### src/rtl/slice_cmp_seq.sv
// slice_cmp_seq: serial unsigned magnitude compare, one 2-bit slice per clock.
// Ports: clk, rst_n, start, a, b -> busy, done, lt, eq, gt, nslices.
module slice_cmp_seq #(
    parameter int WIDTH = 8
) (
    input  logic                       clk,
    input  logic                       rst_n,
    input  logic                       start,
    input  logic [WIDTH-1:0]           a,
    input  logic [WIDTH-1:0]           b,
    output logic                       busy,
    output logic                       done,
    output logic                       lt,
    output logic                       eq,
    output logic                       gt,
    output logic [$clog2(WIDTH/2):0]   nslices
);

    localparam int NSL = WIDTH / 2;
    localparam int NW  = $clog2(NSL) + 1;
    localparam int IW  = (NSL > 1) ? $clog2(NSL) : 1;

    typedef enum logic [1:0] {
        IDLE,
        CMP,
        DONE
    } state_t;

    state_t         state;
    state_t         state_nx;
    logic [WIDTH-1:0] a_r;
    logic [WIDTH-1:0] b_r;
    logic [IW-1:0]  idx;
    logic [1:0]     sa;
    logic [1:0]     sb;
    logic           s_lt;
    logic           s_eq;
    logic           s_gt;

    // Current slice, selected by shifting the captured operands down.
    assign sa = 2'(a_r >> {idx, 1'b0});
    assign sb = 2'(b_r >> {idx, 1'b0});

    always_comb begin
        s_lt = 1'b0;
        s_eq = 1'b0;
        s_gt = 1'b0;
        unique case (1'b1)
            (sa < sb): s_lt = 1'b1;
            (sa > sb): s_gt = 1'b1;
            default:   s_eq = 1'b1;
        endcase
    end

    always_ff @(posedge clk or negedge rst_n) begin
        if (!rst_n) begin
            state <= IDLE;
        end else begin
            state <= state_nx;
        end
    end

    always_comb begin
        state_nx = state;
        case (state)
            IDLE: begin
                if (start) begin
                    state_nx = CMP;
                end
            end
            CMP: begin
                // Stop at the first differing slice or after the LSB slice.
                if (!s_eq || idx == '0) begin
                    state_nx = DONE;
                end
            end
            DONE: begin
                state_nx = IDLE;
            end
            default: begin
                state_nx = IDLE;
            end
        endcase
    end

    always_comb begin
        busy = (state == CMP);
        done = (state == DONE);
    end

    always_ff @(posedge clk or negedge rst_n) begin
        if (!rst_n) begin
            a_r     <= '0;
            b_r     <= '0;
            idx     <= '0;
            lt      <= 1'b0;
            eq      <= 1'b0;
            gt      <= 1'b0;
            nslices <= '0;
        end else begin
            case (state)
                IDLE: begin
                    if (start) begin
                        a_r     <= a;
                        b_r     <= b;
                        idx     <= IW'(NSL - 1);
                        lt      <= 1'b0;
                        eq      <= 1'b0;
                        gt      <= 1'b0;
                        nslices <= '0;
                    end
                end
                CMP: begin
                    nslices <= nslices + NW'(1);
                    if (!s_eq) begin
                        lt <= s_lt;
                        gt <= s_gt;
                        eq <= 1'b0;
                    end else if (idx == '0) begin
                        eq <= 1'b1;
                    end else begin
                        idx <= idx - IW'(1);
                    end
                end
                default: begin
                end
            endcase
        end
    end

endmodule

### config.mk
export PLATFORM = sky130hd
export DESIGN_NAME = slice_cmp_seq
export DESIGN_NICKNAME = d
export VERILOG_FILES = /design/src/rtl/slice_cmp_seq.sv
export SDC_FILE = /design/constraint.sdc
export NUM_CORES = 1
export LEC_CHECK = 0
export CAP_MARGIN = 20
export CORE_ASPECT_RATIO = 0.5
export CORE_MARGIN = 1
export CORE_UTILIZATION = 47
export CTS_BUF_LIST = sky130_fd_sc_hd__clkbuf_2
export CTS_CLUSTER_DIAMETER = 200
export DETAILED_ROUTE_END_ITERATION = 8
export GPL_ROUTABILITY_DRIVEN = 0
export GPL_TIMING_DRIVEN = 0
export HOLD_SLACK_MARGIN = 0.12
export PLACE_DENSITY_LB_ADDON = 0.12
export SYNTH_ARGS = -nofsm -noshare
export SYNTH_HDL_FRONTEND = slang
export SYNTH_SLANG_ARGS = --single-unit
### constraint.sdc
create_clock -name clk -period 2.86 [get_ports clk]
set_clock_uncertainty 0.15 [all_clocks]
set_input_delay 0.429 -clock clk [delete_from_list [all_inputs] [get_ports clk]]
set_output_delay 0.429 -clock clk [all_outputs]
set_load 0.02 [all_outputs]
; ---- Word-level counts from Yosys, hierarchy flattened
; Cells that the tools add are included.
[op_classes]
add_sub_neg = 2
order_cmp = 2
eq_ne = 8
shifts = 2
muxes = 19
reduce_logical = 11
[op_table]
columns = op, n
row1 = $shr A8 B3 Y2, 2
row2 = $mux W2, 5
row3 = $ne A2 B2 Y1 const B, 4
row4 = $pmux W2 S2, 2
row5 = $mux W1, 7
row6 = $pmux W1 S2, 3
row7 = $pmux W3 S2, 1
row8 = $reduce_and A2 Y1, 3
row9 = $reduce_and A3 Y1, 2
row10 = $logic_not A2 Y1, 2
row11 = $reduce_and A4 Y1, 1
row12 = $add A3 B1 Y3 const B, 1
row13 = $mux W3, 1
row14 = $ne A3 B2 Y1 const B, 1
row15 = $eq A2 B1 Y1 const B, 1
row16 = $eq A2 B2 Y1 const B, 1
row17 = $gt A2 B2 Y1, 1
row18 = $lt A2 B2 Y1, 1
row19 = $ne A2 B1 Y1 const B, 1
row20 = $reduce_bool A2 Y1, 1
row21 = $reduce_or A2 Y1, 1
row22 = $sub A2 B1 Y2 const B, 1
row23 = $logic_or A1 B1 Y1, 1
[word_totals]
ff_bits = 26
output_inout_bits = 8
elab_cells = 52

; ---- Logic depth before layout (Yosys ltp)
[depth]
word_depth = 6
depth_mapped = 7

; ---- Least setup slack after synthesis
; OpenSTA, ideal clock, no wires.
[synth_timing]
kind = register to register
from = reg idx[0]
to = reg lt
setup_ps = 126
t_arrival_ps = 1909
slack_ps = 675
path_stages_with_launch = 8
period_less_slack_ps = 2185
cell_sequence = dfrtp_1 > buf_2 > mux4_2 > inv_1 > ha_1 > nor2b_1 > nor2_1 > a311o_1
[synth_between]
elab_chain_cells = 5
word_cells_on_any_way = 10
classes_between = order compare (2) / eq/ne (1) / shift (2) / mux (3) / reduce/logical (2)
[synth_rtl]
columns = element, line
row1 = from (decl), 33  ; logic [IW-1:0] idx;
row2 = from (signal assigned), 106  ; idx <= IW'(NSL - 1);
row3 = from (signal assigned), 122  ; idx <= idx - IW'(1);
row4 = "$shr A8 B3 Y2, on equally long branches", "41, 42"
row5 = $lt A2 B2 Y1 / $gt A2 B2 Y1 (equally long branches), "49, 50"
row6 = $mux W1 / $reduce_or A2 Y1 (equally long branches), n/a
row7 = $mux W1 / $ne A2 B2 Y1 (equally long branches), n/a
row8 = $pmux W1 S2 / $reduce_and A3 Y1 (equally long branches), n/a
row9 = to (signal assigned), 116  ; lt <= s_lt;
row10 = to (decl), 13  ; output logic lt,
; Several ways; a longest one is shown, not always the timed one. The select of a mux whose other input is x is not followed.
; A chain may end at the register's enable or synchronous reset.

; ---- Worst setup path in the final report
[layout_timing]
from = reg state[1]
to = out busy
[layout_between]
elab_chain_cells = 1
[layout_rtl]
columns = element, line
row1 = from (decl), 29  ; state_t state;
row2 = from (signal assigned), 59  ; state <= state_nx;
row3 = $eq A2 B1 Y1, 87  ; busy = (state == CMP);
row4 = to (decl), 11  ; output logic busy,
; Every way passes these cells.

==> out/metrics.yaml <==
finalHoldViolCount: 0
leakagePower_uw: 0.0006979
die_area_mm2: 0.002829
grt_antenna_before_repair: 0
h-tree-depth: 1
root_buffer: "clkbuf_2"
core_area_mm2: 0.002342
fin_nets: 147
synth_edf_count: 0
grt_max_degree: 27
clk_pin_slew_ns: 0.23
fin_setup_tns_ns: 0
cp_cell_sequence: "nand2b_2 > inv_1 > clkdlybuf4s50_1"
drive_above_1_share: 0.2602
fin_util: 0.6832
io_pins: 27
vdd_drop_max_mv: 0.6160
drt_iter0_markers: 42
worst_hold_slack_ns: 0.3906
die_width_um: 74.24
setup_ws_ns: 0.4879
syn_area_mm2: 0.001226
use_met1: 0.2370
dieHeight_um: 38.12
max_freq_ghz: 0.4216
maxCapViolations: 0
cts_num_sinks: 26
postRouteAntennaNets: 0
finalMaxSlewViolations: 0
overflow: 0
powerDensity_mw_per_mm2: 1034
dp_hpwl_um: 1685
busiest_layer: "met2"
syn_inst: 91
yosysWarnings: 0
cp_top_family: "buffers and inverters"
crit_buf_inv: 2
clk_latency_ns: 0.36
cp.arrival_ns: 1.79
ys_ff_latch: 26
status: "finished clean"
clk_path_buf_depth: 2
worst-path-max-fanout: 6
place_ws_ns: 0.5129
end_kind: "output pin"
grt_use_met2: 0.3318
cp.required_ns: 2.28
tightest_slew_ns: 0.4066
drc: 0
grt_util_all_layers: 0.1921
async_flop_share: 1.000
rsz0062_at_grt: "false"
cts_tree: "yes"
viasPerCell: 5.057
total_power_uw: 1654
start_util: 0.5235
synth-main-ff-cell: "dfrtp_1"
rows: 12
met3_usage: 0.06842
finalSetupViolCount: 0
io_buffers: 26
grt_pass1_wl_um: 3788
ys_seq_area_frac: 0.5306
synth_fp_nets: 114
min_path_type: "reg -> reg"
n_antenna_cell: 0
relSlewSlack: 0.7277
finalCriticalPeriod_ns: 2.372
avgSynthCellArea_um2: 13.47
yosysUniqueCellTypes: 24
fin_crit_sh: 0.8294
wirelength_um: 2114
first_pass_iters: 2
postCtsSetupRepairBufs: 0
syn_to_final_growth_pct: 30.51
routedWlPerCell_um: 13.38
grt_pass1_vias: 837
cts_buffers: 3
max_stage_delay_ns: 0.61
vias: 799
path_class: "reg -> out"
cp_slowest_cell: "clkdlybuf4s50_1"
startpoint_type: "register"
-- tightest hold or removal path, stage by stage, from the launching register on --
cell,delay [ns]
dfrtp_1,0.42
inv_1,0.05
a211oi_1,0.06
-- through the flow --
stage                     cell area [µm²]  std cells
after CTS                            1575        156
final                                1600        158
after global routing                 1600        158
after detailed placement             1530        152
after global placement               1530        152
after floorplan                      1226         91
-- synthesized netlist by cell type (2+ instances only) --
cell type / count / area [µm²]
nor2_1: 5 / 18.77
o21ai_0: 4 / 20.02
nor2b_1: 2 / 12.51
mux2i_1: 2 / 20.02
buf_4: 2 / 15.01
nor3_1: 2 / 10.01
dfrtp_1: 26 / 650.6
nand3b_1: 2 / 15.01
ha_1: 4 / 50.05
inv_1: 7 / 26.28
mux2_2: 16 / 180.2
nand2_1: 4 / 15.01
mux4_2: 4 / 90.09
-- placed cells by master (no fill, tap or decap), types with 2 or more instances in the layout --
master            n
dfrtp_1          26
clkdlybuf4s50_1  26
mux2_2           16
inv_1             7
nor2_1            5
mux4_2            4
nand2_1           4
o21ai_0           4
ha_1              4
clkbuf_2          3
buf_4             2
nor2b_1           2
mux2i_1           2
nor3_1            2
nand3b_1          2
-- path summary, 6_finish.rpt --
kind                            startpoint      to  slack, ns  cells after the start
worst max-delay path              state[1]    busy       0.49                      3
worst min-delay path                    gt      gt       0.39                      2
worst max register to register      idx[0]      lt       0.51                      7
worst min register to register          gt      gt       0.39                      2
max in group asynchronous            rst_n  idx[0]       1.44                      3
min in group asynchronous            rst_n  b_r[3]       0.67                      2
-- power breakdown --
part	total [µW]	internal, µW	switching (µW)	leakage [µW]
sequential	637	531	106	0.000311
clock	231	120	110	0.0000266
combinational	787	429	358	0.000360
-- state kept, by name, indices dropped and copies added, names as in the netlist --
| register | count |
|---|---|
| nslices | 3 |
| eq | 1 |
| state | 2 |
| idx | 2 |
| b_r | 8 |
| a_r | 8 |
| gt | 1 |
| lt | 1 |
-- area by class of cell --
class                   count  area, µm²
clock buffers               3      15.01
inverters                   7      26.28
multi-input cells          55      529.3
fillers                   166      742.0
repair buffers             28      285.3
plain buffers               3      20.02
well taps                  35      43.79
clock inverters             1      30.03
flip-flops and latches     26      650.6
-- kinds of logic after synthesis --
kind of cell	count (synthesis)	share of synthesized area
AOI/OAI and AO/OA	9	0.05103
adders and majority gates	4	0.04082
buffers and inverters	10	0.03775
DFF	26	0.5306
muxes	22	0.2367
and+or+nand+nor	20	0.1031
-- routing by layer --
| metal | vias to the layer above | share of wire | routed length (µm) |
|---|---|---|---|
| met3 | 2 | 0.054 | 115 |
| met1 | 386 | 0.47 | 999 |
| li1 | 387 | - | - |
| met5 | - | 0 | 0 |
| met4 | 0 | 0.0066 | 14 |
| met2 | 24 | 0.47 | 984 |
-- repair_timing --
item,4_1_cts,5_1_grt
hold buffers,0,1
hold endpoints to repair,0,6
gates resized for setup,0,0
(Power assumes the default switching activity.)
